[src/rtl/regfile_2r1w_pkg.sv]
// Shared sizing constants for the 2-read / 1-write register file.
package regfile_2r1w_pkg;

    localparam int unsigned REG_COUNT  = 32;
    localparam int unsigned REG_ADDR_W = 5;
    localparam logic [4:0]  REG_ZERO   = 5'd0;
    localparam int unsigned DATA_W     = 32;

endpackage : regfile_2r1w_pkg

[src/rtl/mux32_1.sv]
// 32:1 data selector over a flattened bank of 32 WIDTH-bit words.
module mux32_1 #(
    parameter int unsigned WIDTH = 32
) (
    input  logic [32*WIDTH-1:0] i_data,
    input  logic [4:0]          i_sel,
    output logic [WIDTH-1:0]    o_data
);

    // Pick the word addressed by i_sel.
    always_comb begin
        o_data = i_data[i_sel*WIDTH +: WIDTH];
    end

endmodule : mux32_1

[src/rtl/regfile_2r1w_reg32.sv]
// Single register-file entry: WIDTH-bit D register with load enable and
// asynchronous active-high clear.
module regfile_2r1w_reg32 #(
    parameter int unsigned WIDTH = 32
) (
    input  logic             i_clk,
    input  logic             i_clr,
    input  logic             i_en,
    input  logic [WIDTH-1:0] i_d,
    output logic [WIDTH-1:0] o_q
);

    logic [WIDTH-1:0] r_q;

    // Hold the stored value; clear immediately on i_clr, load on enable.
    always_ff @(posedge i_clk or posedge i_clr) begin
        if (i_clr) begin
            r_q <= '0;
        end else if (i_en) begin
            r_q <= i_d;
        end else begin
            r_q <= r_q;
        end
    end

    assign o_q = r_q;

endmodule : regfile_2r1w_reg32

[src/rtl/regfile_2r1w.sv]
// 32 x WIDTH register file: one synchronous write port, two combinational
// read ports, register 0 hardwired to zero, optional same-cycle bypass.
module regfile_2r1w
    import regfile_2r1w_pkg::*;
#(
    parameter int unsigned WIDTH  = DATA_W,
    parameter int unsigned BYPASS = 1
) (
    input  logic                  clock,
    input  logic                  reset,
    input  logic                  ctrl_writeEnable,
    input  logic [REG_ADDR_W-1:0] ctrl_writeReg,
    input  logic [WIDTH-1:0]      data_writeReg,
    input  logic [REG_ADDR_W-1:0] ctrl_readRegA,
    input  logic [REG_ADDR_W-1:0] ctrl_readRegB,
    output logic [WIDTH-1:0]      data_readRegA,
    output logic [WIDTH-1:0]      data_readRegB
);

    localparam logic P_BYPASS = (BYPASS != 0) ? 1'b1 : 1'b0;

    logic [REG_COUNT-1:0]       w_we_dec;
    logic [REG_COUNT*WIDTH-1:0] w_bank;
    logic [WIDTH-1:0]           w_mux_a;
    logic [WIDTH-1:0]           w_mux_b;
    logic                       w_wr_valid;
    logic                       w_byp_a;
    logic                       w_byp_b;

    // One-hot write-enable decode; entry 0 never receives an enable.
    always_comb begin
        w_we_dec = {REG_COUNT{1'b0}};
        if (ctrl_writeEnable && !reset) begin
            w_we_dec[ctrl_writeReg] = 1'b1;
        end else begin
            w_we_dec = {REG_COUNT{1'b0}};
        end
        w_we_dec[0] = 1'b0;
    end

    // Slot 0 of the bank is driven from the always-zero enable bit, so it
    // is structurally a constant zero word.
    assign w_bank[WIDTH-1:0] = {WIDTH{w_we_dec[0]}};

    genvar gi;
    generate
        for (gi = 1; gi < REG_COUNT; gi++) begin : g_reg
            regfile_2r1w_reg32 #(.WIDTH(WIDTH)) u_reg (
                .i_clk (clock),
                .i_clr (reset),
                .i_en  (w_we_dec[gi]),
                .i_d   (data_writeReg),
                .o_q   (w_bank[gi*WIDTH +: WIDTH])
            );
        end
    endgenerate

    mux32_1 #(.WIDTH(WIDTH)) u_mux_a (
        .i_data (w_bank),
        .i_sel  (ctrl_readRegA),
        .o_data (w_mux_a)
    );

    mux32_1 #(.WIDTH(WIDTH)) u_mux_b (
        .i_data (w_bank),
        .i_sel  (ctrl_readRegB),
        .o_data (w_mux_b)
    );

    // Forwarding qualifiers: a live, non-zero write that matches a read index.
    always_comb begin
        w_wr_valid = P_BYPASS && ctrl_writeEnable && !reset &&
                     (ctrl_writeReg != REG_ZERO);
        w_byp_a    = w_wr_valid && (ctrl_writeReg == ctrl_readRegA);
        w_byp_b    = w_wr_valid && (ctrl_writeReg == ctrl_readRegB);
    end

    // Read port A: zero under reset, else forwarded write data or stored word.
    always_comb begin
        if (reset) begin
            data_readRegA = '0;
        end else if (w_byp_a) begin
            data_readRegA = data_writeReg;
        end else begin
            data_readRegA = w_mux_a;
        end
    end

    // Read port B: same selection as port A, independently qualified.
    always_comb begin
        if (reset) begin
            data_readRegB = '0;
        end else if (w_byp_b) begin
            data_readRegB = data_writeReg;
        end else begin
            data_readRegB = w_mux_b;
        end
    end

endmodule : regfile_2r1w

[config.mk]
export PLATFORM = sky130hd
export DESIGN_NAME = regfile_2r1w
export DESIGN_NICKNAME = d
export VERILOG_FILES = /design/src/rtl/regfile_2r1w_pkg.sv /design/src/rtl/mux32_1.sv /design/src/rtl/regfile_2r1w_reg32.sv /design/src/rtl/regfile_2r1w.sv
export SDC_FILE = /design/constraint.sdc
export NUM_CORES = 2
export LEC_CHECK = 0
export ABC_AREA = 1
export BUFFER_PORTS_ARGS = -buffer_cell sky130_fd_sc_hd__buf_2
export CORE_MARGIN = 2
export CORE_UTILIZATION = 40
export CTS_CLUSTER_DIAMETER = 80
export DETAILED_ROUTE_END_ITERATION = 12
export SYNTH_ARGS = -nofsm -noshare
export SYNTH_HDL_FRONTEND = slang
export SYNTH_SLANG_ARGS = --single-unit
[constraint.sdc]
create_clock -name clock -period 52.2 [get_ports clock]
set_input_delay 7.83 -clock clock [delete_from_list [all_inputs] [get_ports clock]]
set_output_delay 7.83 -clock clock [all_outputs]
set_load 0.1 [all_outputs]
==> flow_summary.ini <==
[sta]
relSlewSlack_pct = 17.2
fmax_mhz = 49.5
worstMarginPinSlew_ns = 1.24
tns_ns = 0
min_period_ns = 20.19
rsz0062_at_grt = no
drv_slew = 0
finalHoldViolCount = 0
finalSetupViolCount = 0
layout_setup_ws_ns = 32.01
finClkSkew_ns = 0
timing.final.crit_share_pct = 38.7

[worst_hold_path]
hp-class = reg -> reg

[clock_tree]
cts.repair.resized = 0
cts_tree = yes
cts.htree.levels = 3
cts-root-buf = clkbuf_16
clock_latency_ns = 0.74
cts_buffers = 114
cts_buffer_depth = 3
numClockSinks = 992
cts_setup_buffers = 0
postCtsHoldBufs = 0
clk_pin_slew_ns = 0.06

[power]
irDropWorstVdd_uv = 30.4
power.total_mw = 2.25
cellLeakagePower_nw = 31.9
powerDensity_nw_per_um2 = 35.4

[grt]
grt_pass1_wl_um = 358000
grt_max_degree = 173
grt_use_total_pct = 31.9
antenna_found_initial = 9
grt_pass1_vias = 55000
overflow = 0

[routing]
via_per_inst = 5.74
vias = 60000
drcViolationCount = 0
wl_per_cell_um = 23.1
drt_pass1_iterations = 8
ant_nets = 0
wl_um = 241000
drt_iter0_drc = 8237

[yosys]
synthesis.area_sq_um = 58200
yosys-top-cells-count = 3,163 x nand2_1, 1,710 x nand3_1, 992 x dfrtp_1, 964 x o21ai_0, 939 x inv_1
async_reset_ff_share_pct = 100
syn-num-nets = 8872
yosysTopAreaCell = dfrtp_1
syn_avg_cell_area_sq_um = 6.59
synth-edff-count = 0
synth_top_area_share_pct = 42.7
synthCells = 8822
ys_types = 20
seq_area_frac_synth_pct = 42.7
ys.flop_type = dfrtp_1
synth-seq-cells = 992
synth_warnings = 0
synth_most_common_cell = nand2_1
synthTopCellsByArea = dfrtp_1 43%, nand2_1 20%, nand3_1 15%

[setup_path]
cp_cell_sequence = buf_8, buf_4, buf_12, buf_4, or2_2, nand3_1, nand3_1, nand3_1, nand3_1, nand2_1, a21oi_1, buf_2
cp_top_family = buffers and inverters
worst-path-buf-inv = 5
crit_fanout = 133
crit_slowest_cell = buf_4
endpoint_kind = output port
worst_path_largest_cell_delay_ns = 0.78
worstSetupPathType = in -> out
crit_arrival_ns = 12.36
crit_required_ns = 44.37
critPathLaunchType = primary input
crit_top_cell = nand3_1

[cells_and_area]
largest_register_ffs = 992
drive_above_1_share_pct = 5.72
nets = 8483
layout-area-overhead-vs-synth_pct = 9.23
fin_util_pct = 44.1
final_cell_count_no_fill = 10400

[floorplanning]
core_sq_um = 144000
die_width_um = 385
row_count = 139
die_y_um = 385
io_pins = 114
start_util_pct = 40.4
dieArea_sq_um = 149000

[placed_design]
place.gp.congestion = 0.869
dp.cells = 10200
port_buffers = 113
place_ws_ns = 32.25
dp_hpwl_um = 123000

[run]
max_cap_violations = 0

[run_status]
status = completed
stage by stage:
step | cell area [sq um] | hold WS [ns]
global placement | 59500 | 0.466
CTS | 63500 | 0.486
detailed placement | 59500 | 0.472
finish | 63500 | 0.480
floorplan | 58200 | 0.453
global route | 63500 | 0.501
cells by family (layout without fill, tap and decap cells):
group                  count (synthesis)  after routing  share of synthesized area [%]
AO/OA/AOI/OAI                       1163           1163                           10.0
buffers and inverters               1668           1376                           11.0
XOR/XNOR                               1              1                         0.0151
other                                  0              4                              0
AND/OR/NAND/NOR                     4998           4998                           36.3
flip-flops                           992            992                           42.7
worst paths after layout:
check / from / endpoint / slack, ns / depth (start not counted)
max: ctrl_readRegA[0] / data_readRegA[1] / 32.01 / 12
min: g_reg[13].u_reg.o_q[20]$_DFFE_PP0P_ / g_reg[13].u_reg.o_q[20]$_DFFE_PP0P_ / 0.48 / 2
max reg2reg: g_reg[28].u_reg.o_q[23]$_DFFE_PP0P_ / g_reg[28].u_reg.o_q[23]$_DFFE_PP0P_ / 51.43 / 2
min reg2reg: g_reg[13].u_reg.o_q[20]$_DFFE_PP0P_ / g_reg[13].u_reg.o_q[20]$_DFFE_PP0P_ / 0.48 / 2
max in group asynchronous: reset / g_reg[26].u_reg.o_q[31]$_DFFE_PP0P_ / 42.42 / 4
min in group asynchronous: reset / g_reg[27].u_reg.o_q[20]$_DFFE_PP0P_ / 7.31 / 2
layer usage:
metal	up-vias	track usage [%]	part of all wire, %
met2	3842	47.1	41
met5	-	0	0.014
met1	28300	45.2	42
met3	675	7.18	12
li1	27200	-	-
met4	6	12.6	4.4
area by class of cell:
class                   count  area [sq um]
well taps                1903          2380
multi-input cells        6162         27200
fillers                 15000         80500
clock inverters            41           571
repair buffers            214          1470
diodes                      4          10.0
clock buffers             172          3510
flip-flops and latches    992         24800
inverters                 949          3610
layout by cell type (no fill, tap or decap):
master      netlist  routed
nor2_2            1       1
xor2_1            1       1
nand2_4           0      32
or2_2            18      18
clkbuf_1        567      20
nor2_1           52      49
buf_2            96     103
buf_8             0       4
o21ai_1          61      61
buf_4             0      98
buf_12            0       7
clkinv_4          0       1
inv_1           939     934
nand2_2          31       1
inv_6             0       3
nor3_2            8       7
nand2_1        3163    3161
buf_6             0       2
clkinvlp_4        0       3
dfrtp_1         992     992
nor3_4            3       4
inv_2             7       4
nand4_1          12      12
clkinv_2          0      26
nand3_1        1710    1710
clkbuf_8          0      33
diode_2           0       4
nor2_4            0       3
inv_8             0       5
o21ai_0         964     964
bufinv_16         0      14
a21oi_1         138     138
clkbuf_16         0     119
worst reg2reg max path: stages (launching register included):
cell	delay (ns)
dfrtp_1	0.40
nand2_1	0.07
o21ai_0	0.13
power breakdown:
| group | leakage [nW] | internal [mW] | switching, mW | total [mW] |
|---|---|---|---|---|
| clock network | 2.02 | 0.529 | 0.348 | 0.877 |
| registers | 13.2 | 0.869 | 0.0606 | 0.930 |
| logic | 16.7 | 0.130 | 0.311 | 0.440 |
Power figures use the tool's default switching activity.
